**config.mk**
```make
export PLATFORM = sky130hd
export DESIGN_NAME = display_scan_sequencer
export DESIGN_NICKNAME = d
export VERILOG_FILES = /design/src/rtl/display_scan_sequencer_pkg.sv /design/src/rtl/display_scan_sequencer_decoder3to8.sv /design/src/rtl/display_scan_sequencer.sv
export SDC_FILE = /design/constraint.sdc
export NUM_CORES = 1
export LEC_CHECK = 0
export ABC_AREA = 0
export CAP_MARGIN = 20
export CORE_ASPECT_RATIO = 0.5
export CORE_UTILIZATION = 63
export CTS_CLUSTER_DIAMETER = 200
export DETAILED_ROUTE_END_ITERATION = 6
export PLACE_DENSITY = 0.83
export SLEW_MARGIN = 10
export SYNTH_ARGS = -nofsm -noshare
export SYNTH_HDL_FRONTEND = slang
export SYNTH_SLANG_ARGS = --single-unit
```
**constraint.sdc**
```tcl
create_clock -name clk_i -period 7.7 [get_ports clk_i]
set_input_delay 0.77 -clock clk_i [delete_from_list [all_inputs] [get_ports clk_i]]
set_output_delay 0.77 -clock clk_i [all_outputs]
set_load 0.01 [all_outputs]
```
**src/rtl/display_scan_sequencer_pkg.sv**
```systemverilog
// rtl/display_scan_sequencer_pkg.sv - shared types, constants and digit search for the scan sequencer
package display_scan_sequencer_pkg;

    localparam int NUM_DIGITS = 8;
    localparam int IDX_W      = 3;

    typedef enum logic [1:0] {
        ST_IDLE  = 2'd0,
        ST_DRIVE = 2'd1,
        ST_BLANK = 2'd2
    } scan_state_e;

    // Nearest set bit of mask strictly after cur, wrapping 7->0; cur=7 yields the lowest set bit.
    function automatic logic [IDX_W-1:0] next_enabled_idx(
        input logic [IDX_W-1:0]      cur,
        input logic [NUM_DIGITS-1:0] mask
    );
        logic [IDX_W-1:0]        sh;
        logic [2*NUM_DIGITS-1:0] dbl;
        logic [NUM_DIGITS-1:0]   rot;
        logic [IDX_W-1:0]        res;
        logic                    found;
        sh    = cur + IDX_W'(1);
        dbl   = {mask, mask} >> sh;
        rot   = dbl[NUM_DIGITS-1:0];
        res   = '0;
        found = 1'b0;
        for (int j = 0; j < NUM_DIGITS; j++) begin
            if (!found && rot[j]) begin
                res   = sh + IDX_W'(j);
                found = 1'b1;
            end
        end
        return res;
    endfunction

endpackage

```
**src/rtl/display_scan_sequencer_decoder3to8.sv**
```systemverilog
// rtl/display_scan_sequencer_decoder3to8.sv - 3-bit index to 8-bit one-hot decoder
module decoder3to8 (
    input  logic [2:0] idx_i,
    output logic [7:0] onehot_o
);

    assign onehot_o = 8'b0000_0001 << idx_i;

endmodule

```
**src/rtl/display_scan_sequencer.sv**
```systemverilog
// rtl/display_scan_sequencer.sv - time-multiplexed 8-digit scan with dwell, blanking and pattern store
module display_scan_sequencer
    import display_scan_sequencer_pkg::*;
#(
    parameter int DWELL_CYCLES = 4,
    parameter int BLANK_CYCLES = 1
) (
    input  logic       clk_i,
    input  logic       rst_i,
    input  logic       en_i,
    input  logic [7:0] mask_i,
    input  logic       wr_en_i,
    input  logic [2:0] wr_addr_i,
    input  logic [7:0] wr_data_i,
    output logic [2:0] sel_idx_o,
    output logic       sel_valid_o,
    output logic [7:0] digit_sel_o,
    output logic [7:0] seg_o,
    output logic       frame_done_o
);

    localparam int CNT_MAX = (DWELL_CYCLES > BLANK_CYCLES) ? DWELL_CYCLES : BLANK_CYCLES;
    localparam int CNT_W   = $clog2(CNT_MAX + 1);
    localparam logic [CNT_W-1:0] DWELL_LAST = CNT_W'(DWELL_CYCLES - 1);
    localparam logic [CNT_W-1:0] BLANK_LAST = CNT_W'((BLANK_CYCLES > 0) ? BLANK_CYCLES - 1 : 0);

    scan_state_e           state_q;
    logic [IDX_W-1:0]      idx_q;
    logic [CNT_W-1:0]      cnt_q;
    logic                  frame_done_q;
    logic [7:0]            pat_q [NUM_DIGITS];

    logic [IDX_W-1:0]      adv_idx;
    logic                  adv_wrap;
    logic                  advance;
    logic                  sel_valid;
    logic [NUM_DIGITS-1:0] dec_onehot;

    assign adv_idx  = next_enabled_idx(idx_q, mask_i);
    assign adv_wrap = (adv_idx <= idx_q);

    // With no blanking the last dwell cycle hands straight over to the next digit.
    assign advance = ((state_q == ST_DRIVE) && (cnt_q == DWELL_LAST) && (BLANK_CYCLES == 0))
                  || ((state_q == ST_BLANK) && (cnt_q == BLANK_LAST));

    always_ff @(posedge clk_i) begin
        if (rst_i) begin
            state_q      <= ST_IDLE;
            idx_q        <= '0;
            cnt_q        <= '0;
            frame_done_q <= 1'b0;
        end else begin
            frame_done_q <= 1'b0;
            if (!en_i) begin
                state_q <= ST_IDLE;
                cnt_q   <= '0;
            end else if (advance) begin
                cnt_q <= '0;
                if (mask_i == '0) begin
                    state_q <= ST_IDLE;
                end else begin
                    state_q      <= ST_DRIVE;
                    idx_q        <= adv_idx;
                    frame_done_q <= adv_wrap;
                end
            end else begin
                unique case (state_q)
                    ST_IDLE: begin
                        if (mask_i != '0) begin
                            state_q <= ST_DRIVE;
                            idx_q   <= next_enabled_idx(IDX_W'(NUM_DIGITS - 1), mask_i);
                            cnt_q   <= '0;
                        end
                    end
                    ST_DRIVE: begin
                        if (cnt_q == DWELL_LAST) begin
                            state_q <= ST_BLANK;
                            cnt_q   <= '0;
                        end else begin
                            cnt_q <= cnt_q + CNT_W'(1);
                        end
                    end
                    ST_BLANK: begin
                        cnt_q <= cnt_q + CNT_W'(1);
                    end
                    default: begin
                        state_q <= ST_IDLE;
                        cnt_q   <= '0;
                    end
                endcase
            end
        end
    end

    always_ff @(posedge clk_i) begin
        if (rst_i) begin
            for (int i = 0; i < NUM_DIGITS; i++) begin
                pat_q[i] <= '0;
            end
        end else if (wr_en_i) begin
            pat_q[wr_addr_i] <= wr_data_i;
        end
    end

    decoder3to8 u_decoder (
        .idx_i    (idx_q),
        .onehot_o (dec_onehot)
    );

    assign sel_valid    = (state_q == ST_DRIVE);
    assign sel_valid_o  = sel_valid;
    assign sel_idx_o    = idx_q;
    assign seg_o        = sel_valid ? pat_q[idx_q] : 8'h00;
    assign digit_sel_o  = dec_onehot & {NUM_DIGITS{sel_valid}};
    assign frame_done_o = frame_done_q;

endmodule

```
# Word level (Yosys, flattened, before mapping)

Memories as Yosys holds them, arrays and structs flattened. A register that Yosys moved wholly into a read port is not among the register bits.
Index checks and enable logic that the tools add are counted.

Flip-flop bits (word level): 9
Bits in latches: 0
Memory bits (read-only): 0
Bits in writable memories: 64
Memories kept: 1

Memories:

| name  | words | width | read ports | clocked after Yosys merged registers in | wr ports | line                         | RTL |
|---|---|---|---|---|---|---|---|
| pat_q | 8     | 8     | 1          | 1                                       | 8        | display_scan_sequencer.sv:31 | `logic [7:0] pat_q [NUM_DIGITS];` |

Add/subtract/negate cells: 9
Shifts and indexed selects: 2
Equality and inequality tests: 8
Magnitude comparators: 1
Reduce and logical (&&, ||, !) cells: 41
Bitwise operators: 3
Muxes and demuxes: 87
Multiply operators: 0
Divide/modulo/power cells: 0

Operators by type and width:

| kind                  | count |
|---|---|
| $mux W3               | 23 |
| $mux W1               | 57 |
| $mux W8               | 2 |
| $shr A16 B3 Y8        | 1 |
| $logic_and A1 B1 Y1   | 15 |
| $logic_not A1 Y1      | 14 |
| $add A3 B3 Y3 const B | 4 |
| $add A3 B1 Y3 const B | 3 |
| $pmux W3 S3           | 1 |
| $and A8 B8 Y8         | 1 |
| $logic_not A8 Y1      | 1 |
| $reduce_bool A8 Y1    | 1 |
| $reduce_or A8 Y1      | 1 |
| $shl A1 B3 Y8 const A | 1 |
| $add A3 B2 Y3 const B | 2 |
| $mux W2               | 3 |
| $ne A2 B2 Y1 const B  | 3 |
| $pmux W2 S3           | 1 |
| $reduce_and A4 Y1     | 1 |
| $reduce_bool A2 Y1    | 2 |
| $reduce_or A4 Y1      | 1 |
| $eq A3 B2 Y1 const B  | 1 |
| $le A3 B3 Y1          | 1 |
| $logic_not A3 Y1      | 1 |
| other kinds (9)       | 10 |

# Logic depth before layout (Yosys ltp)

Depth after elaboration: 62
Gate-level depth with buffers: 18
Depth with buffers taken out: 14

# By module

Synthesis repeated with hierarchy kept, for this count alone.

Cells, all modules: 406
Area, all modules: 4,708.3 sq um

By module, submodules not included:

| module                 | seq. area each (sq um) | cells each | area an instance (sq um) | instances |
|---|---|---|---|---|
| display_scan_sequencer | 2,162.1                | 398        | 4,643.2                  | 1 |
| decoder3to8            | 0.0                    | 8          | 65.1                     | 1 |

# Least setup slack after synthesis

Ideal clock, no wire load.

Kind: register to register
Start point: register idx_q[0] (netlist: sel_idx_o[0])
End point: register frame_done_q (netlist: frame_done_o)
Setup time: 92 ps
Data arrival time: 3,984 ps
Setup slack: 3,624 ps
Required time: 7,608 ps
Cell stages (with the launch flop): 17
Clock period less this slack: 4,076 ps
Cell sequence: dfxtp_1 -> inv_1 -> clkbuf_1 -> ha_1 -> clkbuf_1 -> buf_2 -> mux4_2 -> mux2i_1 -> o22ai_1 -> a221oi_1 -> a211oi_1 -> or3_1 -> ha_1 -> a21o_1 -> a21oi_1 -> a31oi_1 -> nor4_1

Longest elaborated chain between the ends: 25
Elaborated cells between the ends (all ways): 39
Those cells by class: add/sub (8); order compare (1); shift (1); mux (15); reduce/logical (14)

Ends and longest elaborated chain:

| what                   | line                             | RTL |
|---|---|---|
| from (decl)            | display_scan_sequencer.sv:28     | `logic [IDX_W-1:0] idx_q;` |
| from (signal assigned) | display_scan_sequencer.sv:63     | `idx_q <= adv_idx;` |
| from (signal assigned) | display_scan_sequencer.sv:71     | `idx_q <= next_enabled_idx(IDX_W'(NUM_DIGITS - 1), mask_i);` |
| $add A3 B1 Y3          | display_scan_sequencer_pkg.sv:23 | `sh = cur + IDX_W'(1);` |
| $shr A16 B3 Y8         | display_scan_sequencer_pkg.sv:24 | `dbl = {mask, mask} >> sh;` |
| $mux W1                | display_scan_sequencer_pkg.sv:29 | `if (!found && rot[j]) begin` |
| $logic_not A1 Y1       | display_scan_sequencer_pkg.sv:29 |  |
| $logic_and A1 B1 Y1    | display_scan_sequencer_pkg.sv:29 |  |
| $mux W1                | display_scan_sequencer_pkg.sv:29 |  |
| $logic_not A1 Y1       | display_scan_sequencer_pkg.sv:29 |  |
| $logic_and A1 B1 Y1    | display_scan_sequencer_pkg.sv:29 |  |
| [... 9 more ...]       | --                               |  |
| $mux W1                | display_scan_sequencer_pkg.sv:29 |  |
| $logic_not A1 Y1       | display_scan_sequencer_pkg.sv:29 |  |
| $logic_and A1 B1 Y1    | display_scan_sequencer_pkg.sv:29 |  |
| $mux W1                | display_scan_sequencer_pkg.sv:29 |  |
| $logic_not A1 Y1       | display_scan_sequencer_pkg.sv:29 |  |
| $logic_and A1 B1 Y1    | display_scan_sequencer_pkg.sv:29 |  |
| $mux W3                | display_scan_sequencer_pkg.sv:29 |  |
| $le A3 B3 Y1 (*)       | display_scan_sequencer.sv:40     | `assign adv_wrap = (adv_idx <= idx_q);` |
| to (signal assigned)   | display_scan_sequencer.sv:64     | `frame_done_q <= adv_wrap;` |
| to (decl)              | display_scan_sequencer.sv:30     | `logic frame_done_q;` |

Every way passes the cells marked *; elsewhere a longest branch is shown, timed or not.
A chain may end at the register's enable or synchronous reset.

# Worst setup path after layout

Same ends and word-level chain as after synthesis.

==> reports/metrics.yaml <==
fp.dieArea_um2: 7980
r2r_end: "frame_done_o"
setup_viol: 0
htreeDepth: 3
p_leak_nw: 2.01
power_density_nw_per_um2: 203
grt_remaining_overflow: 0
drtAntennaViolNets: 0
cts.sinks: 76
fin_crit_ns: 5.27
fmax_ghz: 0.190
synth_area_um2: 4790
hold_class: "reg2reg"
finalNetCount: 493
fin_crit_sh_pct: 68.4
path_max_fanout: 25
grt_max_degree: 26
dr.pass1.iters: 7
worstSetupPathType: "reg2reg"
cts_resized: 0
startpoint_type: "register"
violations: "DRC"
core_area_um2: 7350
holdPathStages: 2
reg2reg_setup_slack_ns: 2.43
io_pins: 44
antenna_found_initial: 0
wire_per_inst_um: 20.5
seqPwrFrac_pct: 43.4
hold_buffers: 0
gp_congestion: 0.955
synth_seq_area_share_pct: 45.1
diodes: 0
rsz0062_at_grt: "false"
wl_um: 11300
arrival_ns: 5.50
vias: 3623
layout.cells.non_filler: 553
cts.path.max_buffers: 2
end_kind: "register"
r2r-start: "sel_idx_o[0]"
fp.dieH_um: 63.7
synth-seq-cells: 76
synth_cells: 418
whs_ns: 0.511
synth_flop_cell: "edfxtp_1"
power_w: 0.00113
hold_end: "state_q[0]"
cts_tree: "yes"
die_x_um: 125
start_util_pct: 65.2
place_inst: 536
yosysWarnings: 0
cp.required_ns: 7.93
min_from: "state_q[0]"
layout_common_cells: "71 x and2_1, 64 x edfxtp_1, 43 x clkdlybuf4s50_1, 24 x mux4_2, 23 x mux2i_1"
grt_pass1_wl_um: 18500
dp_hpwl_um: 7790
power_switching_w: 0.000320
clock_power_share_pct: 34.1
synth_cell_types: 53
clkTransAtPathRegs_ns: 0.06
vdd_drop_max_uv: 154
syn_avg_cell_area_um2: 11.5
rows: 22
final_common_cell: "and2_1"
fillers: 470
maxCapViolations: 0
clk_latency_ns: 0.33
slew_viol_final: 0
drc: 3
root_buffer: "clkbuf_16"
drt_iter0_drc: 391
final_core_util_pct: 75.5
rr_worst_depth: 13
cts_made_buffers: 9
synth_fp_nets: 459
post_cts_buffers: 0
relSlewSlack_pct: 34.4
status: "complete, but fails checks"
power.internal_w: 0.000809
area_growth_pct: 15.7
synthArstFlopShare_pct: 0
grt_use_total_pct: 30.9
via_per_inst: 6.55
finalSetupTns_ns: 0
finClkSkew_ns: 0.00314
pwr-share-comb_pct: 22.5
synth-edff-count: 64
worst_pin_slew_ns: 0.976
swShare_pct: 28.3
portBuffers: 43
drive_above_1_share_pct: 12.9
grt_pass1_vias: 3495
hold_viol_final: 0
==> worst max-delay path, stage by stage (launching register included) <==
cell and delay [ns]:
dfxtp_1 0.90, inv_1 0.52, ha_1 1.10, mux4_2 0.67, mux2i_1 0.25, o22ai_1 0.11
a221oi_1 0.27, a211oi_1 0.11, or3_1 0.43, ha_1 0.30, a21o_1 0.16, a21oi_1 0.14
a31oi_1 0.05, nor4_1 0.15
==> metrics by stage <==
step	cell area, um2	setup WS (ns)
after floorplan	4790	3.62
after global placement	5260	2.60
after detailed placement	5260	2.53
after CTS	5530	2.52
after global routing	5550	2.02
final	5550	2.43
==> kinds of logic (layout without fill, tap and decap cells) <==
family | Yosys count | after routing | share of synthesized area (%)
fa+ha+maj | 18 | 18 | 4.70
flops | 76 | 76 | 45.1
buf+inv | 41 | 80 | 3.42
simple gates | 169 | 169 | 20.2
mux | 54 | 54 | 18.1
xor+xnor | 1 | 1 | 0.183
compound gates | 59 | 59 | 8.27
==> synthesized netlist by cell type, drive strengths merged (2+ instances only) <==
| library cell | count | share of area [%] |
|---|---|---|
| or2 | 11 | 1.4 |
| o221ai | 3 | 0.55 |
| and2 | 71 | 9.3 |
| a221oi | 2 | 0.37 |
| nor3b | 2 | 0.31 |
| and3 | 6 | 0.78 |
| nand2b | 8 | 1.0 |
| dfxtp | 12 | 5.0 |
| a21oi | 13 | 1.4 |
| ha | 18 | 4.7 |
| mux4 | 25 | 12 |
| mux2i | 23 | 4.8 |
| inv | 17 | 1.3 |
| o311ai | 3 | 0.55 |
| nor2 | 22 | 1.7 |
| or4 | 3 | 0.47 |
| o32ai | 2 | 0.37 |
| o211ai | 2 | 0.31 |
| buf | 5 | 0.60 |
| o21ai | 14 | 1.5 |
| nor4 | 4 | 0.52 |
| nand2 | 11 | 0.86 |
| nor2b | 10 | 1.3 |
| a211o | 2 | 0.37 |
| nor3 | 11 | 1.1 |
| o21a | 3 | 0.47 |
| a211oi | 2 | 0.31 |
| nand3 | 5 | 0.52 |
| clkbuf | 18 | 1.4 |
| mux2 | 6 | 1.5 |
| edfxtp | 64 | 40 |
| o22ai | 3 | 0.39 |
| a21o | 2 | 0.31 |
| a311oi | 2 | 0.50 |
==> final cells by class <==
type	instances	area [um2]	share of cell area [%]
clock buffers	11	233	4.19
clock inverters	5	37.5	0.676
inverters	18	67.6	1.22
multi-input cells	301	2470	44.5
flip-flops and latches	76	2160	39.0
well taps	96	120	2.16
repair buffers	46	460	8.30
==> worst max-delay path by stage <==
| stage | slack [ns] | endpoint | start |
|---|---|---|---|
| after floorplan | 3.62 | frame_done_o | sel_idx_o[0] |
| after global placement | 2.60 | frame_done_o | sel_idx_o[0] |
| after detailed placement | 2.53 | frame_done_o | sel_idx_o[0] |
| after CTS | 2.52 | frame_done_o | sel_idx_o[0] |
| after global routing | 2.02 | frame_done_o | sel_idx_o[0] |
| final | 2.43 | frame_done_o | sel_idx_o[0] |
==> registers in the layout, indices dropped and copies added, names as in the netlist, named ones only <==
register and flops:
sel_idx_o 3, pat_q 64, frame_done_o 1, cnt_q 3, state_q 2
==> metal layers <==
layer	up-vias	global-route usage, %	share of wire (%)
li1	1630	-	-
met1	1792	39.4	43
met2	176	52.9	49
met3	25	6.63	6.0
met4	0	10.5	2.2
met5	-	0	0
==> power groups by stage <==
stage,combinational (W),sequential (W),clock (W)
global placement,0.000241,0.000498,0
CTS,0.000245,0.000493,0.000387
floorplan,0.000186,0.000485,0
global route,0.000275,0.000492,0.000405
finish,0.000254,0.000490,0.000385
detailed placement,0.000244,0.000501,0
Note: power is estimated with default switching activity, not from simulation.
